File: src/rtl/car_sensor_filter.sv
// Loop-detector conditioning: sync, prescaled debounce, request latch, car count.
// Optional stuck-high fail-safe when SENSOR_FAULT_EN is defined.
module car_sensor_filter #(
  parameter int TICK_DIV       = 1000,
  parameter int DEBOUNCE_TICKS = 4,
  parameter int FAULT_TICKS    = 255
) (
  input  logic       quartzClock,
  input  logic       nReset,
  input  logic       rawSensor,
  input  logic       lightGreen,
  output logic       carDetected,
  output logic [3:0] carCount,
  output logic       sensorFault
);

  localparam int PW = $clog2(TICK_DIV);
  localparam int DW = (DEBOUNCE_TICKS > 1) ? $clog2(DEBOUNCE_TICKS) : 1;
  localparam logic [PW-1:0] PMAX  = PW'(TICK_DIV - 1);
  localparam logic [DW-1:0] DLAST = DW'(DEBOUNCE_TICKS - 1);

  typedef enum logic [1:0] {
    IDLE,
    REQUEST,
    SERVING
  } state_e;

  logic          sync1_q, sync1_d;
  logic          sync2_q, sync2_d;
  logic [PW-1:0] presc_q, presc_d;
  logic [DW-1:0] deb_q, deb_d;
  logic          stable_q, stable_d;
  state_e        state_q, state_d;
  logic [3:0]    cnt_q, cnt_d;
  logic          det_q, det_d;
  logic          tick;
  logic          arrival;
  logic [3:0]    cnt_inc;

  always_comb begin
    sync1_d  = rawSensor;
    sync2_d  = sync1_q;
    tick     = (presc_q == PMAX);
    presc_d  = tick ? '0 : presc_q + 1'b1;
    deb_d    = deb_q;
    stable_d = stable_q;
    if (tick) begin
      if (sync2_q != stable_q) begin
        if (deb_q == DLAST) begin
          stable_d = sync2_q;
          deb_d    = '0;
        end else begin
          deb_d = deb_q + 1'b1;
        end
      end else begin
        deb_d = '0;
      end
    end
    // arrival fires in the cycle stable is about to rise
    arrival = stable_d & ~stable_q;
  end

  always_comb begin
    state_d = state_q;
    cnt_d   = cnt_q;
    cnt_inc = (cnt_q == 4'hF) ? cnt_q : cnt_q + 4'd1;
    unique case (state_q)
      IDLE: begin
        if (arrival && !lightGreen) begin
          state_d = REQUEST;
          cnt_d   = cnt_inc;
        end
      end
      REQUEST: begin
        if (lightGreen) begin
          state_d = SERVING;
          cnt_d   = 4'd0;
        end else if (arrival) begin
          cnt_d = cnt_inc;
        end
      end
      SERVING: begin
        if (!lightGreen) begin
          state_d = stable_q ? REQUEST : IDLE;
          cnt_d   = stable_q ? 4'd1 : 4'd0;
        end
      end
      default: begin
        state_d = IDLE;
        cnt_d   = 4'd0;
      end
    endcase
    det_d = (state_d == REQUEST);
  end

  always_ff @(posedge quartzClock or negedge nReset) begin
    if (!nReset) begin
      sync1_q  <= 1'b0;
      sync2_q  <= 1'b0;
      presc_q  <= '0;
      deb_q    <= '0;
      stable_q <= 1'b0;
      state_q  <= IDLE;
      cnt_q    <= 4'd0;
      det_q    <= 1'b0;
    end else begin
      sync1_q  <= sync1_d;
      sync2_q  <= sync2_d;
      presc_q  <= presc_d;
      deb_q    <= deb_d;
      stable_q <= stable_d;
      state_q  <= state_d;
      cnt_q    <= cnt_d;
      det_q    <= det_d;
    end
  end

  assign carCount = cnt_q;

`ifdef SENSOR_FAULT_EN
  localparam int FW = $clog2(FAULT_TICKS + 1);
  localparam logic [FW-1:0] FMAX = FW'(FAULT_TICKS);

  logic [FW-1:0] fcnt_q, fcnt_d;
  logic          fault_q, fault_d;

  always_comb begin
    fcnt_d  = fcnt_q;
    fault_d = fault_q;
    if (tick) begin
      if (stable_q) begin
        if (fcnt_q != FMAX) fcnt_d = fcnt_q + 1'b1;
      end else begin
        fcnt_d = '0;
      end
    end
    if (fcnt_d == FMAX) fault_d = 1'b1;
  end

  always_ff @(posedge quartzClock or negedge nReset) begin
    if (!nReset) begin
      fcnt_q  <= '0;
      fault_q <= 1'b0;
    end else begin
      fcnt_q  <= fcnt_d;
      fault_q <= fault_d;
    end
  end

  // fail-safe: keep the controller cycling once the loop is stuck
  assign sensorFault = fault_q;
  assign carDetected = det_q | fault_q;
`else
  assign sensorFault = 1'b0;
  assign carDetected = det_q;
`endif

endmodule

File: config.mk
export PLATFORM = sky130hd
export DESIGN_NAME = car_sensor_filter
export DESIGN_NICKNAME = d
export VERILOG_FILES = /design/src/rtl/car_sensor_filter.sv
export SDC_FILE = /design/constraint.sdc
export NUM_CORES = 1
export LEC_CHECK = 0
export BUFFER_PORTS_ARGS = -buffer_cell sky130_fd_sc_hd__buf_4
export CAP_MARGIN = 10
export CORE_UTILIZATION = 45
export DETAILED_ROUTE_END_ITERATION = 12
export HOLD_SLACK_MARGIN = 0.15
export SYNTH_ARGS = -nofsm -noshare
export SYNTH_HDL_FRONTEND = slang
export SYNTH_SLANG_ARGS = --single-unit
export TNS_END_PERCENT = 100
File: constraint.sdc
create_clock -name quartzClock -period 2.35 [get_ports quartzClock]
set_input_delay 0.47 -clock quartzClock [delete_from_list [all_inputs] [get_ports quartzClock]]
set_output_delay 0.47 -clock quartzClock [all_outputs]
set_load 0.02 [all_outputs]
======== Word-level counts from Yosys, hierarchy flattened ========
Cells that the tools add are included.
word-level totals
  flip-flop bits (word level) ............. 22
  input port bits ......................... 4
  output and inout bits ................... 6
  logic and storage cells ................. 45
cells by class
  $add $sub $neg .......................... 3
  eq/ne operators ......................... 10
  multiplexer cells ....................... 18
  bitwise gates (word level) .............. 2
  reduce and logical (&&, ||, !) cells .... 4
operators by type and width
  operator                                        number
  2-to-1 mux 4 bit                                5
  one-hot mux 4 bit (3 select lines)              1
  adder 10 x 1 -> 10 bit (second input constant)  1
  == test 10 bit (second input constant)          1
  2-to-1 mux 10 bit                               1
  2-to-1 mux 2 bit                                5
  one-hot mux 2 bit (3 select lines)              1
  2-to-1 mux 1 bit                                5
  adder 4 x 1 -> 4 bit (second input constant)    1
  == test 2 x 1 -> 1 bit (second input constant)  2
  == test 2 bit (second input constant)           2
  == test 4 bit (second input constant)           1
  inequality test 2 bit (second input constant)   2
  inequality test 3 bit (second input constant)   1
  AND reduction 3 bit                             1
  adder 2 x 1 -> 2 bit (second input constant)    1
  zero test 2 bit                                 1
  AND 1 bit                                       1
  logical AND 1 bit                               1
  zero test 1 bit                                 1
  inequality test 1 bit                           1
  inverter 1 bit                                  1

======== Longest topological paths before layout ========
Gate-level depths: netlist of the first run.
  depth after elaboration ................. 9
  depth in mapped cells ................... 7
  depth with buffers taken out ............ 6

======== Worst setup path after synthesis of the first run ========
No wires, ideal clock.
  path kind ............................... register to register
  start ................................... reg presc_q[0]
  end ..................................... reg cnt_q[0] (netlist: carCount[0])
  library setup time ...................... 123 ps
  arrival time ............................ 1535 ps
  data required time ...................... 2227 ps
  slack ................................... 692 ps
  stages on the path, launching flop included .. 7
  path buffers ............................ 0
  period minus slack after synthesis ...... 1658 ps
  cell sequence ........................... dfrtp_1 ha_1 nand4b_2 nor4_4 a31o_4 a21oi_1 o221a_1
on the way
  cells in the longest elaborated chain, start to end .. 6
  elaborated cells between the ends (all ways) .. 7
  those cells by class .................... eq/ne (3); mux (1); bitwise (1); reduce/logical (2)
ends and longest elaborated chain
  item                                    line  source
  start: declaration                      30    logic [PW-1:0] presc_q, presc_d;
  start signal: assignment                109   presc_q <= presc_d;
  == test 10 bit *                        43    tick = (presc_q == PMAX);
  2-to-1 mux 1 bit *                      47    if (tick) begin
  AND 1 bit *                             60    arrival = stable_d & ~stable_q;
  logical AND 1 bit                       69    if (arrival && !lightGreen) begin
  inequality test 2 bit (no source line)  --
  AND reduction 3 bit (no source line) *  --
  end signal: assignment                  113   cnt_q <= cnt_d;
  end: declaration                        34    logic [3:0] cnt_q, cnt_d;
Mark *: on every way between the ends. The rest lies on a longest branch, timed or not.
A chain may end at the register's enable or synchronous reset.

======== Final worst setup path of the first run ========
Ends and elaborated chain as after synthesis.

==> results of run 1 <==
==> final cells by class <==
| type | instances | area, sq um | share of cell area [%] |
|---|---|---|---|
| flip-flops and latches | 22 | 550.5 | 45.08 |
| multi-input cells | 75 | 514.2 | 42.11 |
| repair buffers | 10 | 77.57 | 6.352 |
| clock buffers | 4 | 36.28 | 2.971 |
| well taps | 28 | 35.03 | 2.869 |
| inverters | 2 | 7.507 | 0.6148 |
==> power breakdown <==
group / total, uW / internal [uW] / switching, uW
sequential: 381 / 380 / 0.918
combinational: 18.5 / 6.33 / 12.2
clock: 204 / 94.5 / 109
total: 603 / 481 / 122
==> cells by family (layout without fill, tap and decap cells) <==
kind of cell / after synthesis / after routing / synth area share [%]
AOI/OAI and AO/OA: 22 / 22 / 13.87
xor gates and xnor gates: 8 / 8 / 6.314
adders and majority gates: 3 / 3 / 3.383
buffers and inverters: 6 / 16 / 4.058
DFF: 22 / 22 / 49.61
muxes: 3 / 3 / 2.931
other: 1 / 1 / 0.3379
and+or+nand+nor: 38 / 38 / 19.50
==> how the worst max path moves through the flow <==
stage	startpoint	endpoint	slack [ns]	cells past startpoint
floorplan	presc_q[0]$_DFF_PN0_	carCount[0]$_DFFE_PN0P_	0.69	6
finish	presc_q[0]$_DFF_PN0_	carCount[0]$_DFFE_PN0P_	0.42	7
detailed placement	presc_q[0]$_DFF_PN0_	carCount[0]$_DFFE_PN0P_	0.42	7
global route	presc_q[0]$_DFF_PN0_	carCount[0]$_DFFE_PN0P_	0.27	7
CTS	presc_q[0]$_DFF_PN0_	carCount[0]$_DFFE_PN0P_	0.40	7
global placement	presc_q[0]$_DFF_PN0_	carCount[0]$_DFFE_PN0P_	0.51	7
==> worst max-delay path: cells and delay by family, from the launching register on <==
kind	cells	cell delay, ns
compound gates	3	0.49
fa+ha+maj	1	0.24
buf+inv	1	0.24
flops	1	0.41
simple gates	2	0.48
==> flip-flops by register name (all words and copies together), names as in the netlist <==
| name | cells |
|---|---|
| sync2_q | 1 |
| deb_q | 2 |
| state_q | 2 |
| carCount | 4 |
| stable_q | 1 |
| presc_q | 10 |
| carDetected | 1 |
| sync1_q | 1 |
==> cell usage after synthesis, drive strengths merged <==
cell type / n
a211oi: 2
a21oi: 6
a221oi: 1
a31o: 2
a41oi: 1
and2: 2
and2b: 1
and3: 3
buf: 2
clkbuf: 2
conb: 1
dfrtp: 22
ha: 3
inv: 2
mux2: 2
mux2i: 1
nand2: 6
nand2b: 2
nand3: 7
nand4: 1
nand4b: 1
nor2: 11
nor2b: 1
nor3: 1
nor4: 1
o211ai: 1
o21a: 1
o21ai: 5
o221a: 1
o22ai: 1
o31ai: 1
or2b: 1
xnor2: 3
xor2: 5
==> per-stage QoR <==
step / hold slack [ns] / cell area (sq um) / instances / total power, uW
after floorplan: 0.1744 / 1110 / 103 / 396.0
after global placement: 0.3349 / 1175 / 136 / 405.9
after detailed placement: 0.3379 / 1175 / 136 / 406.4
after CTS: 0.2439 / 1221 / 141 / 616.0
after global routing: 0.2339 / 1221 / 141 / 637.5
final: 0.2594 / 1221 / 141 / 603.3
==> per-layer routing <==
metal,GRT usage [%],vias up
met5,0,-
met4,8.108,0
met3,3.509,2
met2,26.19,20
met1,21.99,363
li1,-,387
==> reports/qor.csv, run 1 <==
stage;metric;value;unit
critical_path;length in cells of the worst reg-to-reg path;7;
min_path;hold_sp;rawSensor;
yosys;Synth cell types;38;
critical_path;CP Launch Type;flip-flop;
layout;ratio of cells with drive above 1 in the final layout;20.35;%
min_path;WHS Path Cells;1;
sta;Final setup viols;0;
place;Port-buffer cells;8;
critical_path;CP Data Required Time;2.55;ns
sta;Final Hold Viols;0;
clock_tree;CTS clk-pin slew, worst paths;0.12;ns
sta;fin crit share;82.29;%
critical_path;R2R Path Start;presc_q[0]$_DFF_PN0_;
grt;largest net degree at the start of global routing;23;
critical_path;worst reg2reg setup slack;0.42;ns
floorplan;die width;51.66;um
clock_tree;Hold-fix buffers, CTS;1;
clock_tree;TritonCTS Buffers;3;
routing;Vias;772;
layout;final core occ;53.66;%
routing;routed wire length on met2;827;um
yosys;post-synthesis sequential area ratio;49.61;%
sta;Final Max Tran Viols;0;
layout;filler cell count;187;
yosys;Yosys reg bits;22;
grt;GR Overflow Total;0;
clock_tree;CTS tree;yes;
place;DP Worst Slack;0.4192;ns
routing;Routed WL per cell;13.13;um
power;PD cells;494.1;nW/um^2
clock_tree;CTS Root Cell;clkbuf_4;
floorplan;Die Area;2669;sq um
floorplan;Core Region;2276;sq um
floorplan;I/O Pins;10;
layout;area added between synthesis and finish;10.03;%
yosys;biggest area consumer among synthesized cells;dfrtp_1;
layout;most frequent cells in the layout;22 x dfrtp_1, 11 x nor2_1, 9 x buf_4;
grt;initial antenna violation count;0;
power;worst vdd ir;0.0003350;V
clock_tree;Bufs on Longest Clock Path;2;
status;status;complete, no violations;
yosys;area share of the leading cell type in the synthesized netlist;49.61;%
critical_path;max incr delay on CP;0.41;ns
routing;Top Metal Used;met4;
layout;nets@finish;121;
floorplan;initial core utilization;48.76;%
yosys;Cell Area, Synth;1110;sq um
sta;fmax;0.5171;GHz
yosys;syn_nets;110;
critical_path;crit path DAT;2.14;ns
routing;Metal-1 WL;937;um
sta;RSZ-0062 raised after global routing;false;
yosys;top cells by area, synth;dfrtp_1 50%, xor2_1 3.9%, nor2_1 3.7%, ha_1 3.4%, nand3_1 3.2%;
clock_tree;clk sinks;22;
power;leakage;0.0005723;uW
routing;DR pass1 iterations;4;
routing;DRT antenna net count;0;
sta;final setup skew;0.01235;ns
grt;first-pass GRT wire length;3.194;mm
min_path;Hold Crit Endpoint;sync1_q$_DFF_PN0_;
yosys;post-synthesis average cell area;10.77;sq um
routing;DR DRC count;0;
layout;ant diodes;0;
sta;post-route setup slack;0.4162;ns
routing;Via-to-Cell Ratio;5.475;
yosys;Syn Inst Count;103;
critical_path;Max FO, Critical Path;11;
clock_tree;H-tree Lvls;1;
critical_path;crit end category;flip-flop;
routing;final WL;1.851;mm
critical_path;cell chain of the critical path;ha_1 -> nand4b_2 -> nor4_4 -> buf_4 -> a31o_4 -> a21oi_1 -> o221a_1;
critical_path;Worst path slowest cell;dfrtp_1;
routing;Starting DRT DRC Count;14;
min_path;type of the worst min-delay path;in2reg;
clock_tree;clk_lat worst skew;0.30;ns
clock_tree;Resized Gates After CTS;0;
clock_tree;post-CTS setup buffers;0;
grt;vias in the first global route;718;
sta;fin crit period;1.934;ns
run;max cap viols;0;
layout;commonest non-fill, non-tap cell in the layout;dfrtp_1;
place;Routability Congestion;0.7718;
sta;TNS Setup;0;ns
routing;metal3 WL;69;um
floorplan;Die Ht;51.66;um
critical_path;worst setup path category;reg2reg;
floorplan;num rows;17;
yosys;Synth Warn #;0;
grt;Tot GR Track Use;16.75;%
critical_path;worst r2r dst;carCount[0]$_DFFE_PN0P_;
No activity file was read; power rests on OpenSTA's default activity.
==> inputs of run 2 (changes only) <==
- clock period: 2.35 -> 1.8 ns (I/O delays scaled with it)
==> reports/qor.csv, run 2 (synthesis gave the netlist of run 1 again) <==
stage;metric;value;unit;change
sta;fin crit period;1.705;ns;-0.2285 ns
routing;final WL;1.865;mm;+0.76%
routing;Via-to-Cell Ratio;5.404;;-1.3%
clock_tree;Bufs on Longest Clock Path;2;;unchanged
layout;non-filler cells, final;146;;+3.5%
run;max cap viols;0;;unchanged
sta;Final Max Tran Viols;0;;unchanged
layout;ant diodes;0;;unchanged
layout;area added between synthesis and finish;15.90;%;
sta;final setup skew;0.005592;ns;-0.006754 ns
floorplan;num rows;17;;unchanged
layout;most frequent cells in the layout;22 x dfrtp_1, 12 x buf_4, 11 x nor2_1;;
routing;DRT antenna net count;0;;unchanged
sta;Final setup viols;0;;unchanged
clock_tree;TritonCTS Buffers;3;;unchanged
critical_path;worst reg2reg setup slack;0.09;ns;-0.32 ns
layout;Finished Cell Area;1286;sq um;+5.3%
power;PD cells;613.8;nW/um^2;+24%
routing;DR pass1 iterations;4;;unchanged
floorplan;die width;51.66;um;unchanged
clock_tree;CTS Root Cell;clkbuf_4;;
layout;commonest non-fill, non-tap cell in the layout;dfrtp_1;;
critical_path;CP Launch Type;flip-flop;;
floorplan;Core Region;2276;sq um;unchanged
power;Gate power share;3.2;%;about the same
sta;TNS Setup;0;ns;unchanged
power;Int Pwr;629.3;uW;+31%
status;status;complete, no violations;;
layout;ratio of cells with drive above 1 in the final layout;23.73;%;+3.4 points
grt;Tot GR Track Use;16.75;%;unchanged
clock_tree;H-tree Lvls;1;;unchanged
clock_tree;clk_lat worst skew;0.30;ns;about the same
clock_tree;clk sinks;22;;unchanged
place;Routability Congestion;0.7594;;-1.6%
routing;DR DRC count;0;;unchanged
place;DP Area;1182;sq um;+0.64%
grt;vias in the first global route;759;;+5.7%
grt;GR Overflow Total;0;;unchanged
layout;Biggest register;presc_q;;
routing;Vias;789;;+2.2%
power;leakage;0.0006146;uW;+7.4%
power;Clk network pwr share;33.8;%;about the same
power;worst vdd ir;0.0003995;V;+19%
grt;first-pass GRT wire length;3.243;mm;+1.5%
clock_tree;CTS tree;yes;;
place;Port-buffer cells;8;;unchanged
floorplan;I/O Pins;10;;unchanged
sta;fmax;0.5864;GHz;+13%
layout;register area;550.5;sq um;unchanged
sta;Final Hold Viols;0;;unchanged
critical_path;worst setup path category;reg2reg;;
grt;largest net degree at the start of global routing;23;;unchanged
place;Detailed Place HPWL;1.270;mm;
routing;Starting DRT DRC Count;7;;-7
layout;multi-input logic area;535.5;sq um;+4.1%
floorplan;initial core utilization;48.76;%;unchanged
clock_tree;CTS clk-pin slew, worst paths;0.12;ns;about the same
layout;Largest register FFs;10;;unchanged
layout;nets@finish;126;;+4.1%
power;Seq pwr share;63.0;%;-0.2 points
critical_path;CP Data Required Time;1.99;ns;-0.56 ns
power;sw power;160.2;uW;+31%
layout;filler cell count;193;;+3.2%
grt;initial antenna violation count;0;;unchanged
routing;Routed WL per cell;12.77;um;-2.7%
critical_path;crit end category;flip-flop;;
critical_path;Max FO, Critical Path;5;;-6
critical_path;crit path DAT;1.90;ns;-0.24 ns
power;Sw Ratio;20.29;%;about the same
sta;fin crit share;94.74;%;+12 points
floorplan;Die Area;2669;sq um;unchanged
floorplan;Die Ht;51.66;um;unchanged
min_path;type of the worst min-delay path;in2reg;;
place;# placed instances;137;;+0.74%
-- run 2: path summary, 6_finish.rpt --
kind                                      start                 endpoint  cells after the start
max                        presc_q[0]$_DFF_PN0_  carCount[0]$_DFFE_PN0P_                      6
max in group asynchronous                nReset        sync1_q$_DFF_PN0_                      2
max reg2reg                presc_q[0]$_DFF_PN0_  carCount[0]$_DFFE_PN0P_                      6
min reg2reg                   sync1_q$_DFF_PN0_        sync2_q$_DFF_PN0_                      0
min                                  lightGreen     state_q[0]$_DFF_PN0_                      2
min in group asynchronous                nReset  carCount[3]$_DFFE_PN0P_                      2
-- run 2: worst max-delay path: stages, from the launching register on --
cell,delay (ns)
dfrtp_1,0.42
ha_4,0.18
nand4b_4,0.13
nor4_4,0.34
a31o_4,0.23
a21oi_1,0.06
o221a_1,0.22
-- run 2: cell type report --
class                   count  area share (%)
repair buffers             15           9.436
clock buffers               4           2.821
inverters                   2          0.5837
flip-flops and latches     22           42.80
multi-input cells          75           41.63
well taps                  28           2.724
-- run 2: repair_timing --
item	in CTS	in global routing
hold endpoints to repair	23	0
hold buffers	2	0
pin swaps	1	3
gates resized for setup	1	3
setup endpoints to repair	1	8
buffers inserted	1	2
-- run 2: power groups by stage --
stage                     clock [uW]  sequential [uW]  combinational (uW)
after floorplan                    0              507                10.1
after global placement             0              507                22.8
after detailed placement           0              507                23.3
after CTS                        280              498                26.8
after global routing             293              498                29.6
final                            267              498                25.5
-- run 2: routing by layer --
metal  GRT usage, %  part of all wire, %
met5              0                    0
met4          6.757                 0.75
met3          3.509                  2.5
met2          26.62                   48
met1          22.18                   49
-- run 2: stage by stage --
stage	hold slack (ns)	setup slack, ns	total power (uW)	util (%)
CTS	0.2478	-0.004615	804.8	54.92
detailed placement	0.2653	-0.0003890	530.4	51.95
floorplan	0.06441	0.1419	517.1	-
global placement	0.2608	0.06492	529.9	51.95
finish	0.2634	0.09465	789.5	56.51
global route	0.2515	-0.001452	820.9	56.51
